===== src/rtl/memory_arbiter.sv =====
// ============================================================================
//  Module      : memory_arbiter
//  Description : Serialises instruction-fetch and data requests onto one
//                single-ported RAM, data first, with a timeout/error trap.
//  Revision    : 1.0  initial release
// ============================================================================
`default_nettype none

module memory_arbiter #(
  parameter int TIMEOUT = 255
) (
  input  logic        CLK,
  input  logic        nRST,
  input  logic        iREN,
  input  logic [31:0] iaddr,
  input  logic        dREN,
  input  logic        dWEN,
  input  logic [31:0] daddr,
  input  logic [31:0] dstore,
  output logic        ihit,
  output logic        dhit,
  output logic [31:0] iload,
  output logic [31:0] dload,
  output logic        ramREN,
  output logic        ramWEN,
  output logic [31:0] ramaddr,
  output logic [31:0] ramstore,
  input  logic [31:0] ramload,
  input  logic [1:0]  ramstate,
  output logic        memerr
);

  localparam int WD_W = $clog2(TIMEOUT + 1);

  localparam logic [2:0] S_IDLE = 3'd0;
  localparam logic [2:0] S_DREQ = 3'd1;
  localparam logic [2:0] S_IREQ = 3'd2;
  localparam logic [2:0] S_DONE = 3'd3;
  localparam logic [2:0] S_ERR  = 3'd4;

  localparam logic [1:0] K_IRD = 2'd0;
  localparam logic [1:0] K_DRD = 2'd1;
  localparam logic [1:0] K_DWR = 2'd2;

  localparam logic [1:0] RAM_ACCESS = 2'b10;
  localparam logic [1:0] RAM_ERROR  = 2'b11;

  // Last count before expiry: the TIMEOUT-th waiting cycle is the expiry cycle.
  localparam logic [WD_W-1:0] WD_LAST = WD_W'(TIMEOUT - 1);

  logic [2:0]      state_q, state_d;
  logic [1:0]      kind_q, kind_d;
  logic [31:0]     addr_q, addr_d;
  logic [31:0]     store_q, store_d;
  logic [WD_W-1:0] wdog_q, wdog_d;
  logic [31:0]     iload_q, iload_d;
  logic [31:0]     dload_q, dload_d;

  logic in_req, access, expire;

  assign in_req = (state_q == S_DREQ) || (state_q == S_IREQ);
  assign access = (ramstate == RAM_ACCESS);
  assign expire = (wdog_q == WD_LAST);

  always_ff @(posedge CLK or negedge nRST) begin
    if (!nRST) begin
      state_q <= S_IDLE;
      kind_q  <= K_IRD;
      addr_q  <= '0;
      store_q <= '0;
      wdog_q  <= '0;
      iload_q <= '0;
      dload_q <= '0;
    end else begin
      state_q <= state_d;
      kind_q  <= kind_d;
      addr_q  <= addr_d;
      store_q <= store_d;
      wdog_q  <= wdog_d;
      iload_q <= iload_d;
      dload_q <= dload_d;
    end
  end

  always_comb begin
    state_d = state_q;
    case (state_q)
      S_IDLE: begin
        if (dWEN || dREN) state_d = S_DREQ;
        else if (iREN)    state_d = S_IREQ;
      end
      S_DREQ, S_IREQ: begin
        if (access)                                state_d = S_DONE;
        else if ((ramstate == RAM_ERROR) || expire) state_d = S_ERR;
      end
      S_DONE:  state_d = S_IDLE;
      S_ERR:   state_d = S_ERR;
      default: state_d = S_IDLE;
    endcase
  end

  always_comb begin
    kind_d  = kind_q;
    addr_d  = addr_q;
    store_d = store_q;
    iload_d = iload_q;
    dload_d = dload_q;
    wdog_d  = '0;
    if (state_q == S_IDLE) begin
      if (dWEN) begin
        kind_d  = K_DWR;
        addr_d  = daddr;
        store_d = dstore;
      end else if (dREN) begin
        kind_d  = K_DRD;
        addr_d  = daddr;
        store_d = '0;
      end else if (iREN) begin
        kind_d  = K_IRD;
        addr_d  = iaddr;
        store_d = '0;
      end
    end
    if (in_req) begin
      if (access) begin
        if (kind_q == K_IRD)      iload_d = ramload;
        else if (kind_q == K_DRD) dload_d = ramload;
      end else begin
        wdog_d = wdog_q + WD_W'(1);
      end
    end
  end

  always_comb begin
    ihit     = (state_q == S_DONE) && (kind_q == K_IRD);
    dhit     = (state_q == S_DONE) && (kind_q != K_IRD);
    memerr   = (state_q == S_ERR);
    ramREN   = in_req && (kind_q != K_DWR);
    ramWEN   = in_req && (kind_q == K_DWR);
    ramaddr  = in_req ? addr_q  : 32'd0;
    ramstore = in_req ? store_q : 32'd0;
  end

  assign iload = iload_q;
  assign dload = dload_q;

endmodule

`default_nettype wire


===== config.mk =====
export PLATFORM = sky130hd
export DESIGN_NAME = memory_arbiter
export DESIGN_NICKNAME = d
export VERILOG_FILES = /design/src/rtl/memory_arbiter.sv
export SDC_FILE = /design/constraint.sdc
export NUM_CORES = 1
export LEC_CHECK = 0
export CAP_MARGIN = 25
export CORE_AREA = 2 2 159 99
export CTS_BUF_LIST = sky130_fd_sc_hd__clkbuf_16
export DETAILED_ROUTE_END_ITERATION = 8
export DIE_AREA = 0 0 161 101
export GPL_ROUTABILITY_DRIVEN = 0
export PLACE_DENSITY = 0.84
export SLEW_MARGIN = 20
export SYNTH_ARGS = -nofsm -noshare
export SYNTH_HDL_FRONTEND = slang
export SYNTH_SLANG_ARGS = --single-unit

===== constraint.sdc =====
create_clock -name CLK -period 2.5 [get_ports CLK]
set_input_delay 0.375 -clock CLK [delete_from_list [all_inputs] [get_ports CLK]]
set_output_delay 0.375 -clock CLK [all_outputs]
set_load 0.02 [all_outputs]

==> impl_metrics.csv, run 1 <==
group,metric,value,unit
run_status,status,"completed",
global_route,grt.overflow.total,0,
floorplanning,rows,35,
sta,relSlewSlack,70.1,%
synth,syn-num-nets,699,
critical_path,worstPathMaxFanout,8,
synth,synthFlopType,"dfrtp_1",
synth,yosys-top-cells-area,"dfrtp_1, mux2_2, and2_1, nand2_1, mux2i_1",
run,drv_cap,0,
floorplanning,chipWidth,161,um
placed_design,place_hpwl,11.7,mm
critical_path,path_class,"reg2out",
synth,synth_area_per_cell,11.1,sq um
clock_network,clock_path_buffers,2,
synth,syn_inst,562,
finish,fin_nets,965,
sta,fin_worst_skew,0.0110,ns
sta,fin_hold_ws,0.456,ns
route,drtPass1Iterations,4,
synth,syn_area,0.00625,sq mm
finish,n_antenna_cell,0,
route,dr.first_iter.drc_count,154,
global_route,grt_pass1_wl,26.0,mm
global_route,track_usage,20.3,%
route,vias_per_cell,4.68,
global_route,antenna_found_initial,1,
worst_hold_path,hp-class,"in2async",
critical_path,arrival,1.96,ns
sta,tightest_slew,0.449,ns
clock_network,root_buffer,"clkbuf_16",
sta,hold_viol,0,
route,drtAntennaViolNets,0,
sta,period_needed,2.33,ns
floorplanning,core-area,0.0149,sq mm
route,vias,4889,
synth,synth_common_cells,"dfrtp_1, nand2_1, and2_1",
clock_network,cts.clk_slew.worst_paths,0.07,ns
sta,rsz0062_at_grt,"no",
critical_path,r2r_slack,0.60,ns
finish,area_growth,55.9,%
sta,tns,0,ns
synth,ys_warn_count,0,
route,wirelength,16.1,mm
critical_path,worstSetupEndpointType,"output port",
finish,final_util,65.4,%
clock_network,clock_sinks,141,
global_route,grt_pass1_vias,5045,
critical_path,critPathCapture,"ihit",
critical_path,start_kind,"register",
floorplanning,ios,268,
power,power,12.1,mW
finish,drive_gt1_share,14.0,%
clock_network,cts_buffers,17,
synth,synthArstFlopShare,100,%
floorplanning,initial_utilization,42.0,%
sta,setup_violations,0,
power,cellPowerDensity,1240,mW/mm^2
clock_network,cts_tree,"built",
clock_network,htreeDepth,4,
critical_path,timing.rr.end,"dload[13]",
sta,slew_violations,0,
floorplanning,die_area,0.0163,sq mm
clock_network,clk_latency,0.41,ns
critical_path,reg2reg_from,"state_q[1]",
global_route,grt_max_degree,56,
route,drc,0,
synth,ys_seq_area_share,56.5,%
power,peakVddDrop,0.591,mV
sta,clock.fmax,429,MHz
critical_path,rr_worst_depth,5,
synth,post-synth-top-count-cell,"dfrtp_1",
synth,ys_types,35,
synth,synth-seq-cells,141,
sta,period_share,93.3,%
critical_path,cp-startpoint,"state_q[2]",
synth,synth_area_leader_cell,"dfrtp_1",
floorplanning,die_y,101,um
power,cellLeakagePower,4.56,nW
route,wl_per_cell,15.4,um
synth,synth_top_area_share,56.5,%
synth,synth_edf_count,0,
placed_design,io_buffers,267,
critical_path,required,2.12,ns
## layout by cell type, fill, tap and decap left out, types with 15 or more instances in the layout
master and count:
nor2_1 15, dfrtp_1 141, mux2_2 61, and2_1 64
clkbuf_16 17, dlygate4sd2_1 64, nand2_1 101, clkdlybuf4s50_1 200
o21ai_0 35, mux2i_1 32, nand3_1 36
## timing repair
item	in CTS	in global routing
setup endpoints to repair	64	2
resized for setup	65	3
buffers inserted	1	0
hold buffers	1	0
endpoints found under the hold margin	43	0
## area by class of cell
type | count | area (sq um)
Tap cell | 203 | 254
Clock buffer | 17 | 425
Inverter | 4 | 15.0
Multi-Input combinational cell | 381 | 2550
Clock inverter | 15 | 153
Fill cell | 1236 | 5150
Timing Repair Buffer | 283 | 2810
Sequential cell | 141 | 3530
## through the flow
stage,std cells,worst slack [ns],instance area (sq um)
final,1044,0.166,9740
after global routing,1044,0.0821,9740
after CTS,1044,0.0233,9730
after detailed placement,1010,0.187,9210
after global placement,1010,0.253,9210
after floorplan,562,0.607,6250
## worst min-delay path by stage
stage	start	to	slack, ns	depth (start not counted)
floorplan	nRST	addr_q[0]	0.08	0
global placement	nRST	store_q[10]	0.34	1
detailed placement	nRST	store_q[29]	0.34	1
CTS	store_q[1]	store_q[1]	0.46	2
global route	nRST	store_q[27]	0.48	2
finish	nRST	store_q[3]	0.46	2
## metal layers
metal	up-vias	share of wire [%]	GRT usage [%]
li1	2421	-	-
met1	2290	44	25.5
met2	160	46	33.3
met3	16	8.9	7.49
met4	2	1.2	5.84
met5	-	0.081	0
## state kept, by name, indices dropped and copies added, names as in the netlist
name,count
addr_q,32
dload,32
kind_q,2
state_q,3
wdog_q,8
iload,32
store_q,32
## power breakdown
part,internal [mW],switching [mW]
registers,3.35,0.557
clock network,1.41,1.07
logic,2.64,3.07
total,7.39,4.70
## critical path: stages, from the launching register on
cell and delay [ns]:
dfrtp_1 0.50, nand3b_1 0.24, nor3_1 0.16, clkdlybuf4s50_1 0.65
## cell families (layout without fill, tap and decap cells)
group | Yosys count | after routing | synth area share (%)
xor+xnor | 7 | 7 | 0.981
compound gates | 43 | 43 | 3.67
flops | 141 | 141 | 56.5
buf+inv | 40 | 319 | 3.38
fa+ha+maj | 2 | 2 | 0.400
simple gates | 232 | 232 | 18.2
mux | 97 | 97 | 16.8
Power figures use the tool's default switching activity.
==> run 2, diff against run 1 <==
- ABC_AREA: not set -> 1
- CAP_MARGIN: 25 -> not set
- CORE_AREA: 2 2 159 99 -> 2 2 161 100
- DIE_AREA: 0 0 161 101 -> 0 0 163 102
- PLACE_DENSITY: 0.84 -> 0.83
==> run 2 against run 1 <==
Net effect:
- flip-flop and latch count unchanged
- critical endpoint is now ramREN
- clock-buffer cell count unchanged
- largest cell class unchanged
- maximum frequency decreased by 2.9%
- sequential share of layout area is 0.13 points lower
==> impl_metrics.csv, run 2 <==
group,metric,value,unit
floorplanning,chipWidth,163,um
global_route,grt.overflow.total,0,
worst_hold_path,min_path_cells,2,
synth,ys_seq_area_share,55.4,%
sta,period_share,96.1,%
synth,yosys-top-cells-area,"dfrtp_1, nand2_1, o21ai_0, inv_1, nor2_1",
clock_network,clk_latency,0.41,ns
finish,mostFrequentLayoutCell,"nand2_1",
critical_path,arrival,2.03,ns
route,vias,5803,
critical_path,rr_worst_depth,7,
floorplanning,rows,35,
finish,n_antenna_cell,0,
finish,fin_nets,1170,
synth,synth_top_area_share,55.4,%
route,dr.first_iter.drc_count,325,
floorplanning,initial_utilization,42.1,%
finish,area_growth,53.6,%
synth,synth_area_per_cell,8.19,sq um
sta,period_needed,2.40,ns
run_status,status,"completed",
route,wirelength,17.7,mm
worst_hold_path,hp-class,"reg2reg",
placed_design,place_hpwl,13.0,mm
global_route,grt_max_degree,68,
synth,ys_warn_count,0,
route,vias_per_cell,4.65,
route,wl_per_cell,14.2,um
sta,setup_violations,0,
synth,synth_common_cells,"nand2_1, dfrtp_1, o21ai_0",
floorplanning,core-area,0.0151,sq mm
worst_hold_path,hold_end,"dload[15]",
synth,post-synth-top-count-cell,"nand2_1",
power,cellPowerDensity,1230,mW/mm^2
finish,final_util,64.7,%
clock_network,htreeDepth,4,
critical_path,start_kind,"register",
clock_network,root_buffer,"clkbuf_16",
power,cellLeakagePower,4.80,nW
critical_path,timing.rr.end,"dload[3]",
run,drv_cap,0,
finish,final_cell_mix,"nand2_1, clkdlybuf4s50_1, dfrtp_1",
critical_path,reg2reg_from,"state_q[0]",
worst_hold_path,hp-start,"dload[15]",
clock_network,cts_buffers,17,
synth,syn-num-nets,914,
sta,relSlewSlack,60.7,%
critical_path,worstPathMaxFanout,16,
finish,drive_gt1_share,5.16,%
power,power,12.0,mW
power,peakVddDrop,0.604,mV
critical_path,worstSetupEndpointType,"output port",
clock_network,cts_tree,"built",
synth,synthArstFlopShare,100,%
sta,tns,0,ns
synth,ys_types,27,
global_route,antenna_found_initial,0,
critical_path,required,2.12,ns
floorplanning,ios,268,
synth,syn_inst,777,
critical_path,path_class,"reg2out",
sta,slew_violations,0,
route,drtAntennaViolNets,0,
global_route,grt_pass1_wl,28.4,mm
finish,fillers,1280,
clock_network,clock_sinks,141,
synth,synth_area_leader_cell,"dfrtp_1",
synth,syn_area,0.00636,sq mm
route,drtPass1Iterations,5,
sta,fin_worst_skew,0.00854,ns
sta,hold_viol,0,
sta,clock.fmax,416,MHz
clock_network,clock_path_buffers,2,
placed_design,io_buffers,267,
clock_network,cts.clk_slew.worst_paths,0.06,ns
synth,synthFlopType,"dfrtp_1",
global_route,grt_pass1_vias,5764,
floorplanning,die_y,102,um
critical_path,r2r_slack,0.76,ns
sta,tightest_slew,0.589,ns
synth,synth-seq-cells,141,
global_route,track_usage,21.8,%
synth,synth_edf_count,0,
sta,rsz0062_at_grt,"no",
floorplanning,die_area,0.0166,sq mm
route,drc,0,
[run 2: changes by cell type after synthesis, moves of 8 or more]
cell,before,now
o21ai_1,0,18
nor2_1,17,81
mux2i_1,32,0
mux2_2,61,0
clkbuf_1,21,10
nand2_1,101,213
inv_1,4,110
o21ai_0,35,111
and2_1,64,0
buf_2,7,15
[run 2: logic make-up (layout without fill, tap and decap cells)]
| group | count (synthesis) | count (layout) | synth area share, % |
|---|---|---|---|
| AOI/OAI and AO/OA | 134 | 134 | 10.8 |
| xor gates and xnor gates | 5 | 5 | 0.688 |
| adders and majority gates | 2 | 2 | 0.393 |
| buffers and inverters | 153 | 422 | 10.6 |
| DFF | 141 | 141 | 55.4 |
| and+or+nand+nor | 342 | 342 | 22.1 |
[run 2: where the power goes]
group / total, mW / switching [mW] / leakage [nW] / internal [mW]
combinational: 5.56 / 3.31 / 2.68 / 2.26
sequential: 3.77 / 0.458 / 1.82 / 3.31
clock: 2.71 / 1.02 / 0.302 / 1.69
[run 2: metrics by stage]
step           hold slack (ns)  cell area, sq um  std cells  worst slack [ns]
3_3_place_gp             0.397              9190       1216             0.347
6_report                 0.483              9770       1249            0.0974
5_1_grt                  0.507              9770       1249           0.00917
3_5_place_dp             0.402              9190       1216             0.281
2_1_floorplan           0.0794              6360        777             0.645
4_1_cts                  0.487              9770       1249            0.0258
[run 2: cell type report]
cell class                 instances  area, sq um  area share (%)
inverter                         110          415            4.25
tap                              203          254            2.60
clock inverter                    15          209            2.14
multi-input combinational        483         2160            22.1
sequential                       141         3530            36.1
timing repair buffer             280         2780            28.5
clock buffer                      17          425            4.35
[run 2: worst max-delay path: stages, from the launching register on]
cell and delay [ns]:
dfrtp_1 0.43, nand2_1 0.10, nand2_1 0.08, nor2_4 0.12, inv_4 0.11, a21oi_1 0.14
clkdlybuf4s50_1 0.65
[run 2: worst max-delay path by stage]
stage / start / endpoint / slack [ns] / cells after the start
6_report: state_q[0] / ramREN / 0.1 / 6
2_1_floorplan: state_q[0] / ramWEN / 0.65 / 6
5_1_grt: state_q[0] / ramREN / 0.009 / 6
4_1_cts: state_q[0] / ramWEN / 0.03 / 6
3_3_place_gp: state_q[1] / ramaddr[19] / 0.35 / 6
3_5_place_dp: state_q[0] / ramstore[22] / 0.28 / 7
[run 2: what timing repair did]
item | CTS | global route
resized for setup | 53 | 1
cloned | 0 | 0
pin swaps | 0 | 0
hold endpoints to repair | 60 | 0
endpoints found under the setup margin | 53 | 1
setup buffers | 0 | 0
hold buffers | 1 | 0
[run 2: layer usage]
layer	part of all wire, %	vias to the layer above	track usage (%)	wire, um
li1	-	2897	-	-
met4	2.1	0	8.17	376
met1	44	2689	28.0	7800
met2	46	189	35.1	8180
met5	0	-	0	0
met3	7.7	28	6.70	1360
==> run 3, diff against run 2 <==
- clock period: 2.5 -> 2.4 ns (I/O delays scaled with it)
==> run 3 against run 2 <==
Net effect:
- register-to-register slack worse by 0.04 ns
- final cell count barely moved
- core utilization increased by 0.32 points
- clock power rose by 5%
- power grew 4.1%
- sequential power up 4%
- clock-buffer cell count unchanged
- wire length shrank 1.7%
- via count down 1.1%
- sequential share of layout area decreased by 0.18 points
==> impl_metrics.csv, run 3 (same netlist as run 2, synthesis figures left out) <==
group,metric,value,unit
power,peakVddDrop,0.663,mV
floorplanning,die_area,0.0166,sq mm
worst_hold_path,hp-class,"in2async",
global_route,grt.overflow.total,0,
critical_path,worstSetupEndpointType,"output port",
floorplanning,chipWidth,163,um
route,dr.first_iter.drc_count,368,
clock_network,clock_path_buffers,2,
floorplanning,core-area,0.0151,sq mm
finish,drive_gt1_share,5.35,%
sta,period_needed,2.29,ns
placed_design,place_hpwl,12.6,mm
finish,fin_nets,1171,
global_route,track_usage,21.1,%
critical_path,arrival,1.93,ns
sta,fin_hold_ws,0.480,ns
placed_design,io_buffers,267,
global_route,grt_pass1_wl,27.5,mm
sta,rsz0062_at_grt,"no",
sta,setup_slack,0.113,ns
power,cellLeakagePower,4.97,nW
floorplanning,rows,35,
sta,clock.fmax,437,MHz
global_route,grt_max_degree,67,
route,drtAntennaViolNets,0,
sta,slew_violations,0,
finish,mostFrequentLayoutCell,"nand2_1",
clock_network,cts.clk_slew.worst_paths,0.06,ns
floorplanning,die_y,102,um
floorplanning,ios,268,
critical_path,path_class,"reg2out",
power,power,12.5,mW
sta,hold_viol,0,
finish,n_antenna_cell,0,
clock_network,cts_tree,"built",
route,vias_per_cell,4.59,
run_status,status,"completed",
finish,area_growth,54.3,%
sta,fin_worst_skew,0.00835,ns
clock_network,clock_sinks,141,
clock_network,cts_buffers,17,
route,vias,5742,
finish,final_cell_mix,"nand2_1, clkdlybuf4s50_1, dfrtp_1",
power,cellPowerDensity,1280,mW/mm^2
critical_path,start_kind,"register",
placed_design,place_area,0.00922,sq mm
route,wl_per_cell,13.9,um
route,drtPass1Iterations,5,
route,wirelength,17.4,mm
clock_network,clk_latency,0.41,ns
clock_network,htreeDepth,4,
global_route,grt_pass1_vias,5437,
finish,fillers,1261,
critical_path,required,2.04,ns
critical_path,worstPathMaxFanout,4,
placed_design,dp_worst_setup_slack,0.227,ns
sta,tns,0,ns
route,drc,0,
sta,period_share,95.3,%
clock_network,root_buffer,"clkbuf_16",
sta,tightest_slew,0.507,ns
floorplanning,initial_utilization,42.1,%
sta,setup_violations,0,
sta,relSlewSlack,66.2,%
finish,final_area,0.00982,sq mm
clock_network,post_cts_buffers,0,
run,drv_cap,0,
global_route,antenna_found_initial,0,
## run 3: cell count changes in the layout (fill, tap and decap cells not counted)
cell and delta:
buf_4 -1, buf_12 +2, dlygate4sd2_1 +5, clkdlybuf4s50_1 -13
nor2_1 -1, nor2_2 +1, dlymetal6s2s_1 +8
## run 3: worst paths after layout
path	startpoint	slack, ns	end	cells past startpoint
min reg2reg	dload[6]	0.48	dload[6]	2
max	kind_q[1]	0.11	ihit	4
min in group CLK	dload[6]	0.48	dload[6]	2
min	nRST	0.48	store_q[8]	2
max in group asynchronous	nRST	1.31	store_q[17]	3
max reg2reg	state_q[1]	0.72	store_q[29]	6
## run 3: cell type report
class                           count  area, sq um  share of cell area (%)
Tap cell                          203          254                    2.59
Inverter                          110          415                    4.23
Multi-Input combinational cell    483         2160                    22.0
Sequential cell                   141         3530                    35.9
Clock inverter                     15          209                    2.13
Clock buffer                       17          425                    4.33
Timing Repair Buffer              281         2830                    28.8
## run 3: routing by layer
layer,GRT usage [%],routed length [um],vias up
met1,28.0,7920,2660
met3,6.37,1310,10
met5,0,0,-
met2,33.9,8050,171
li1,-,-,2901
met4,5.79,122,0
## run 3: repair_timing
action                                 in CTS  in global routing
endpoints found under the hold margin      50                  0
setup endpoints to repair                  67                  9
hold buffers                                1                  0
gates resized for setup                    59                  9
## run 3: worst max-delay path, cell delays in order (launching register included)
cell             delay [ns]
dfrtp_1                0.42
nor2_2                 0.23
inv_1                  0.12
nor2_1                 0.11
clkdlybuf4s50_1        0.66
## run 3: stage by stage
step | utilization, % | instances
finish | 65.0 | 1250
global route | 65.0 | 1250
CTS | 64.9 | 1250
detailed placement | 61.0 | 1217
global placement | 61.0 | 1217
floorplan | - | 777
## run 3: report_power, final
group / internal (mW) / switching, mW / leakage [nW]
Clock: 1.76 / 1.08 / 0.302
Sequential: 3.44 / 0.462 / 1.82
Combinational: 2.35 / 3.44 / 2.85
